--- src/rtl/adder_pipe_pkg.sv ---
// Shared constants and segmentation helper for the segmented pipelined adder.
package adder_pipe_pkg;

    localparam int DEFAULT_WIDTH = 120;
    localparam int DEFAULT_SEG_W = 30;

    // Segment count and width of the final (possibly narrower) segment
    typedef struct packed {
        logic [31:0] nseg;
        logic [31:0] lastW;
    } segInfo_t;

    // Splits a WIDTH-bit add into ceil(WIDTH/SEG_W) segments; the top one takes the remainder
    function automatic segInfo_t calcSegInfo(input int width, input int segW);
        segInfo_t info;
        int       nseg;
        nseg       = (width + segW - 1) / segW;
        info.nseg  = 32'(nseg);
        info.lastW = 32'(width - (nseg - 1) * segW);
        return info;
    endfunction

endpackage

--- src/rtl/adder_pipe_if.sv ---
// Operand/result stream bundle between a producer/consumer and the adder pipeline.
interface adder_pipe_if
    import adder_pipe_pkg::*;
#(
    parameter int WIDTH = DEFAULT_WIDTH
);

    logic             in_valid;
    logic             in_ready;
    logic [WIDTH-1:0] a;
    logic [WIDTH-1:0] b;
    logic             sub;
    logic             cin;
    logic             out_valid;
    logic             out_ready;
    logic [WIDTH:0]   sum;
    logic             ovf;

    // Producer/consumer side (testbench or upstream logic)
    modport master (
        output in_valid, a, b, sub, cin, out_ready,
        input  in_ready, out_valid, sum, ovf
    );

    // Adder side
    modport slave (
        input  in_valid, a, b, sub, cin, out_ready,
        output in_ready, out_valid, sum, ovf
    );

endinterface

--- src/rtl/adder_seg.sv ---
// One pipeline stage of the segmented adder: resolves bits [LO +: SW] using the
// carry registered by the previous stage and passes the operands along.
module adder_seg #(
    parameter int WIDTH = 8,
    parameter int LO    = 0,
    parameter int SW    = 8
) (
    input  logic             clk,
    input  logic             rst_n,
    input  logic             advance_i,
    input  logic             valid_i,
    input  logic             carry_i,
    input  logic [WIDTH-1:0] aOp_i,
    input  logic [WIDTH-1:0] bOp_i,
    input  logic [WIDTH-1:0] sum_i,
    output logic             valid_o,
    output logic             carry_o,
    output logic [WIDTH-1:0] aOp_o,
    output logic [WIDTH-1:0] bOp_o,
    output logic [WIDTH-1:0] sum_o
);

    logic [SW:0]      segRes_d;
    logic [WIDTH-1:0] sum_d;

    logic             valid_q;
    logic             carry_q;
    logic [WIDTH-1:0] aOp_q;
    logic [WIDTH-1:0] bOp_q;
    logic [WIDTH-1:0] sum_q;

    // Segment add; earlier stages only ever fill lower, disjoint bit ranges of the
    // partial sum, so OR-ing this segment in completes the same beat's result word
    always_comb begin
        segRes_d = {1'b0, aOp_i[LO +: SW]} + {1'b0, bOp_i[LO +: SW]} + {{SW{1'b0}}, carry_i};
        sum_d    = sum_i | (WIDTH'(segRes_d[SW-1:0]) << LO);
    end

    // Stage register: moves only on a global advance, and data only when a beat is present
    always_ff @(posedge clk or negedge rst_n) begin
        if (!rst_n) begin
            valid_q <= 1'b0;
            carry_q <= 1'b0;
            aOp_q   <= '0;
            bOp_q   <= '0;
            sum_q   <= '0;
        end else if (advance_i) begin
            valid_q <= valid_i;
            if (valid_i) begin
                carry_q <= segRes_d[SW];
                aOp_q   <= aOp_i;
                bOp_q   <= bOp_i;
                sum_q   <= sum_d;
            end
        end
    end

    assign valid_o = valid_q;
    assign carry_o = carry_q;
    assign aOp_o   = aOp_q;
    assign bOp_o   = bOp_q;
    assign sum_o   = sum_q;

endmodule

--- src/rtl/adder_pipe.sv ---
// Pipelined add/subtract: stage 0 captures operands (b already inverted for
// subtract), then one carry segment resolves per stage. Latency is NSEG cycles,
// throughput one beat per cycle, and the whole pipe stalls together on
// backpressure. Expects WIDTH >= 2 and 1 <= SEG_W <= WIDTH.
module adder_pipe
    import adder_pipe_pkg::*;
#(
    parameter int WIDTH = DEFAULT_WIDTH,
    parameter int SEG_W = DEFAULT_SEG_W
) (
    input  logic         clk,
    input  logic         rst_n,
    adder_pipe_if.slave  bus
);

    localparam segInfo_t SEG_INFO = calcSegInfo(WIDTH, SEG_W);
    localparam int       NSEG     = int'(SEG_INFO.nseg);
    localparam int       LAST_W   = int'(SEG_INFO.lastW);

    logic             advance;

    logic             valid0_q;
    logic [WIDTH-1:0] opA0_q;
    logic [WIDTH-1:0] opB0_q;
    logic [WIDTH-1:0] opB0_d;
    logic             cin0_q;
    logic             cin0_d;

    logic             stageValid [0:NSEG];
    logic             stageCarry [0:NSEG];
    logic [WIDTH-1:0] stageA     [0:NSEG];
    logic [WIDTH-1:0] stageB     [0:NSEG];
    logic [WIDTH-1:0] stageSum   [0:NSEG];

    // The pipe moves as a unit whenever the output slot is empty or being drained
    assign advance     = !stageValid[NSEG] || bus.out_ready;
    assign bus.in_ready = advance;

    // Subtract is a + ~b + !cin, so fold the inversion in before the first register
    always_comb begin
        opB0_d = bus.sub ? ~bus.b : bus.b;
        cin0_d = bus.sub ? !bus.cin : bus.cin;
    end

    // Operand capture stage
    always_ff @(posedge clk or negedge rst_n) begin
        if (!rst_n) begin
            valid0_q <= 1'b0;
            opA0_q   <= '0;
            opB0_q   <= '0;
            cin0_q   <= 1'b0;
        end else if (advance) begin
            valid0_q <= bus.in_valid;
            if (bus.in_valid) begin
                opA0_q <= bus.a;
                opB0_q <= opB0_d;
                cin0_q <= cin0_d;
            end
        end
    end

    assign stageValid[0] = valid0_q;
    assign stageCarry[0] = cin0_q;
    assign stageA[0]     = opA0_q;
    assign stageB[0]     = opB0_q;
    assign stageSum[0]   = '0;

    for (genvar s = 0; s < NSEG; s++) begin : gSeg
        localparam int SEG_LO   = s * SEG_W;
        localparam int SEG_SIZE = (s == NSEG - 1) ? LAST_W : SEG_W;

        adder_seg #(
            .WIDTH (WIDTH),
            .LO    (SEG_LO),
            .SW    (SEG_SIZE)
        ) uSeg (
            .clk       (clk),
            .rst_n     (rst_n),
            .advance_i (advance),
            .valid_i   (stageValid[s]),
            .carry_i   (stageCarry[s]),
            .aOp_i     (stageA[s]),
            .bOp_i     (stageB[s]),
            .sum_i     (stageSum[s]),
            .valid_o   (stageValid[s+1]),
            .carry_o   (stageCarry[s+1]),
            .aOp_o     (stageA[s+1]),
            .bOp_o     (stageB[s+1]),
            .sum_o     (stageSum[s+1])
        );
    end

    // Results come straight from the last stage registers; overflow compares the
    // effective operand MSBs carried alongside against the result MSB
    assign bus.out_valid = stageValid[NSEG];
    assign bus.sum       = {stageCarry[NSEG], stageSum[NSEG]};
    assign bus.ovf       = (stageA[NSEG][WIDTH-1] == stageB[NSEG][WIDTH-1]) &&
                           (stageSum[NSEG][WIDTH-1] != stageA[NSEG][WIDTH-1]);

endmodule

--- src/flat_wrapper.sv ---
// flat-port wrapper written by rule: the top's interface ports become plain ports
module adder_pipe_flat import adder_pipe_pkg::*;
#(
    parameter int WIDTH = DEFAULT_WIDTH,
    parameter int SEG_W = DEFAULT_SEG_W
)
  (clk, rst_n, bus_in_valid, bus_a, bus_b, bus_sub, bus_cin, bus_out_ready, bus_in_ready, bus_out_valid, bus_sum, bus_ovf);
  adder_pipe_if #(.WIDTH(WIDTH)) bus_i ();
  input  logic clk;
  input  logic rst_n;
  input wire logic [$bits(bus_i.in_valid)-1:0] bus_in_valid;
  input wire logic [$bits(bus_i.a)-1:0] bus_a;
  input wire logic [$bits(bus_i.b)-1:0] bus_b;
  input wire logic [$bits(bus_i.sub)-1:0] bus_sub;
  input wire logic [$bits(bus_i.cin)-1:0] bus_cin;
  input wire logic [$bits(bus_i.out_ready)-1:0] bus_out_ready;
  output wire logic [$bits(bus_i.in_ready)-1:0] bus_in_ready;
  output wire logic [$bits(bus_i.out_valid)-1:0] bus_out_valid;
  output wire logic [$bits(bus_i.sum)-1:0] bus_sum;
  output wire logic [$bits(bus_i.ovf)-1:0] bus_ovf;
  assign bus_i.in_valid = bus_in_valid;
  assign bus_i.a = bus_a;
  assign bus_i.b = bus_b;
  assign bus_i.sub = bus_sub;
  assign bus_i.cin = bus_cin;
  assign bus_i.out_ready = bus_out_ready;
  assign bus_in_ready = bus_i.in_ready;
  assign bus_out_valid = bus_i.out_valid;
  assign bus_sum = bus_i.sum;
  assign bus_ovf = bus_i.ovf;
  adder_pipe #(.WIDTH(WIDTH), .SEG_W(SEG_W)) u_core (.clk(clk), .rst_n(rst_n), .bus(bus_i));
endmodule
--- config.mk ---
export PLATFORM = sky130hd
export DESIGN_NAME = adder_pipe_flat
export DESIGN_NICKNAME = d
export VERILOG_FILES = /design/src/rtl/adder_pipe_pkg.sv /design/src/rtl/adder_pipe_if.sv /design/src/rtl/adder_seg.sv /design/src/rtl/adder_pipe.sv /design/src/flat_wrapper.sv
export SDC_FILE = /design/constraint.sdc
export NUM_CORES = 2
export LEC_CHECK = 0
export BUFFER_PORTS_ARGS = -buffer_cell sky130_fd_sc_hd__buf_4
export CAP_MARGIN = 20
export CORE_AREA = 2 2 288 290
export CTS_BUF_LIST = sky130_fd_sc_hd__clkbuf_8
export CTS_CLUSTER_DIAMETER = 60
export DETAILED_ROUTE_END_ITERATION = 7
export DIE_AREA = 0 0 290 292
export PLACE_DENSITY = 0.69
export SYNTH_ARGS = -nofsm -noshare
export SYNTH_HDL_FRONTEND = slang
export SYNTH_SLANG_ARGS = --single-unit
--- constraint.sdc ---
create_clock -name clk -period 5.6 [get_ports clk]
set_input_delay 0.56 -clock clk [delete_from_list [all_inputs] [get_ports clk]]
set_output_delay 0.56 -clock clk [all_outputs]
set_load 0.01 [all_outputs]
==> impl_metrics.env <==
export IMPL_outcome="complete, no violations"
export IMPL_initialDrtViolationCount=1988
export IMPL_final_nets=5184
export IMPL_worst_path_largest_cell_delay_ps=500
export IMPL_grt_use_total=0.240
export IMPL_avgSynthCellArea_sq_um=9.36
export IMPL_dieArea_sq_mm=0.0847
export IMPL_fin_setup_tns_ps=0
export IMPL_max_slew_margin=0.301
export IMPL_yosysMostFrequentCell="nand2_1"
export IMPL_rr_endpoint="u_core.gSeg[2].uSeg.sum_o[76]"
export IMPL_worstPathRequired_ps=6210
export IMPL_hold_violations=0
export IMPL_power_density_mw_per_mm2=560
export IMPL_cp_cell_sequence="fa_1 -> fa_1 -> a21o_1 -> a221oi_2 -> a221oi_2 -> o41ai_4 -> o21ai_1 -> a311oi_1 -> xor2_1 -> o21ai_1"
export IMPL_ys_ff_latch=912
export IMPL_coreArea_sq_mm=0.0816
export IMPL_dieWidth_um=290
export IMPL_start_util=0.496
export IMPL_ant_nets=0
export IMPL_synth_largest_area_cell="dfrtp_1"
export IMPL_reg2reg_slack_ps=2040
export IMPL_ctsLongestPathBuffers=3
export IMPL_drive_above_1_share=0.157
export IMPL_critPathMaxFanout=5
export IMPL_num_vias=30900
export IMPL_synth_fp_nets=4693
export IMPL_hold_class="in2reg"
export IMPL_period_share=0.635
export IMPL_switching_share=0.392
export IMPL_synth_common_cells="nand2_1, dfrtp_1, o21ai_0"
export IMPL_cts_made_buffers=153
export IMPL_endpoint="u_core.gSeg[2].uSeg.sum_o[76]"
export IMPL_cts_sinks=912
export IMPL_cts_tree="done"
export IMPL_detail_route_first_pass_iterations=5
export IMPL_ys_flop_type="dfrtp_1"
export IMPL_power_leakage_nw=25.1
export IMPL_power_frac_comb=0.380
export IMPL_synthTopCellsByArea="dfrtp_1, nand2_1, ha_1"
export IMPL_clockPowerShare=0.220
export IMPL_synth_area_sq_mm=0.0405
export IMPL_drv_cap=0
export IMPL_crit_path_start="u_core.gSeg[1].uSeg.carry_o"
export IMPL_port_buffer_count=369
export IMPL_synth_edff_count=0
export IMPL_root_buffer="clkbuf_8"
export IMPL_wire_per_inst_um=16.7
export IMPL_clk_latency_ps=790
export IMPL_routed_via_density=5.14
export IMPL_synth_top_area_frac=0.564
export IMPL_drv_slew=0
export IMPL_grt_pass1_wl_um=164000
export IMPL_wirelength_um=101000
export IMPL_crit_slowest_cell="o41ai_4"
export IMPL_grt_max_degree=166
export IMPL_seqPwrFrac=0.400
export IMPL_dp_hpwl_um=65800
export IMPL_antenna_found_initial=1
export IMPL_irDropWorstVdd_mv=0.265
export IMPL_r2r_start="u_core.gSeg[1].uSeg.carry_o"
export IMPL_seq_area_frac_synth=0.564
export IMPL_max_freq_mhz=281
export IMPL_fin_util=0.600
export IMPL_tightest_slew_ps=1050
export IMPL_synthArstFlopShare=1.00
export IMPL_synth_warning_count=0
export IMPL_reg2regPathDepth=10
export IMPL_fin_crit_ps=3560
export IMPL_rsz0062_at_grt="no"
export IMPL_worst_setup_path_end_kind="flop"
export IMPL_p_int_w=0.0167
export IMPL_cts_max_level=4
export IMPL_fin_skew_ps=37.5
export IMPL_ios=370
export IMPL_cp_data_arrival_time_ps=4160
export IMPL_grt_pass1_vias=31400
export IMPL_drcViolationCount=0
export IMPL_p_switching_w=0.0107
export IMPL_syn_to_final_growth_pct=20.9
export IMPL_cp_start_kind="flop"
export IMPL_crit_type="reg2reg"
export IMPL_setup_viol=0
export IMPL_clk_pin_slew_ps=60
export IMPL_postSynthCellCount=4323
export IMPL_num_rows=105
export IMPL_die_h_um=292
export IMPL_gp_congestion=0.871
export IMPL_grt_remaining_overflow=0
export IMPL_synthDistinctLibCells=78
## power groups by stage
stage | Combinational [W] | Clock, W | Sequential (W)
2_1_floorplan | 0.00733 | 0 | 0.0106
3_3_place_gp | 0.0100 | 0 | 0.0110
3_5_place_dp | 0.0103 | 0 | 0.0111
4_1_cts | 0.0104 | 0.00618 | 0.0110
5_1_grt | 0.0118 | 0.00651 | 0.0113
6_report | 0.0104 | 0.00603 | 0.0110
## layer usage
metal | share of wire | routed length, um | track usage
met5 | 0 | 0 | 0
met4 | 0.027 | 2750 | 0.0847
met3 | 0.052 | 5190 | 0.0484
met2 | 0.47 | 47700 | 0.391
met1 | 0.45 | 45000 | 0.321
## cell type report
| class | count | area (sq um) |
|---|---|---|
| Antenna cell | 1 | 2.50 |
| Clock inverter | 82 | 507 |
| Tap cell | 1070 | 1340 |
| Inverter | 22 | 82.6 |
| Fill cell | 6918 | 32700 |
| Clock buffer | 193 | 2660 |
| Timing Repair Buffer | 558 | 4750 |
| Multi-Input combinational cell | 3167 | 16800 |
| Sequential cell | 912 | 22800 |
## worst min path at each step
| stage | from | endpoint | slack, ps | cells past startpoint |
|---|---|---|---|---|
| CTS | bus_b[100] | u_core.opB0_q[100] | 1 | 3 |
| finish | bus_b[2] | u_core.opB0_q[2] | 80 | 3 |
| global placement | u_core.gSeg[1].uSeg.sum_o[47] | u_core.gSeg[2].uSeg.sum_o[47] | 450 | 2 |
| floorplan | rst_n | u_core.cin0_q | 260 | 0 |
| detailed placement | u_core.gSeg[0].uSeg.bOp_o[119] | u_core.gSeg[1].uSeg.bOp_o[119] | 450 | 2 |
| global route | bus_a[115] | u_core.opA0_q[115] | 20 | 2 |
## logic make-up (layout without fill, tap and decap cells)
| family | count (synthesis) | count (layout) | share of synthesized area |
|---|---|---|---|
| buf+inv | 244 | 855 | 0.0231 |
| other cells | 0 | 1 | 0 |
| xor+xnor | 203 | 203 | 0.0439 |
| flops | 912 | 912 | 0.564 |
| simple gates | 2144 | 2144 | 0.206 |
| mux | 120 | 120 | 0.0334 |
| compound gates | 576 | 576 | 0.0899 |
| fa+ha+maj | 124 | 124 | 0.0398 |
## worst max-delay path: cells and delay by family, from the launching register on
family,cells,cell delay [ps]
xor+xnor,1,180
flops,1,390
compound gates,7,1940
fa+ha+maj,2,890
## cell usage in the layout, fill, tap and decap left out, types with 73 or more instances in the layout
cell	count
nand2_1	1954
dfrtp_1	912
buf_4	389
o21ai_0	253
clkbuf_8	193
xnor2_1	160
dlygate4sd3_1	155
mux2_2	120
ha_1	116
a21oi_1	96
inv_1	73
## stage by stage
stage / hold WS (ps) / setup WS [ps] / std cells / instance area [sq um] / total power, W
5_1_grt: 20.3 / 1890 / 6005 / 48900 / 0.0296
2_1_floorplan: 264 / 2520 / 4323 / 40500 / 0.0179
4_1_cts: 1.30 / 2100 / 6003 / 48900 / 0.0276
3_5_place_dp: 447 / 2110 / 5573 / 44200 / 0.0214
6_report: 76.6 / 2040 / 6005 / 48900 / 0.0274
3_3_place_gp: 446 / 2180 / 5573 / 44200 / 0.0211
## flip-flops by register name, indices dropped and copies added, names as in the netlist
name                      count
u_core.opB0_q               120
u_core.opA0_q               120
u_core.gSeg.uSeg.carry_o      4
u_core.valid0_q               1
u_core.gSeg.uSeg.bOp_o      181
u_core.gSeg.uSeg.sum_o      300
u_core.cin0_q                 1
u_core.gSeg.uSeg.aOp_o      181
u_core.gSeg.uSeg.valid_o      4
## what timing repair did
action / CTS / global route
buffers inserted: 0 / 0
hold buffers: 155 / 0
hold endpoints to repair: 226 / 0
gates resized for setup: 0 / 0
Note: power is estimated with default switching activity, not from simulation.
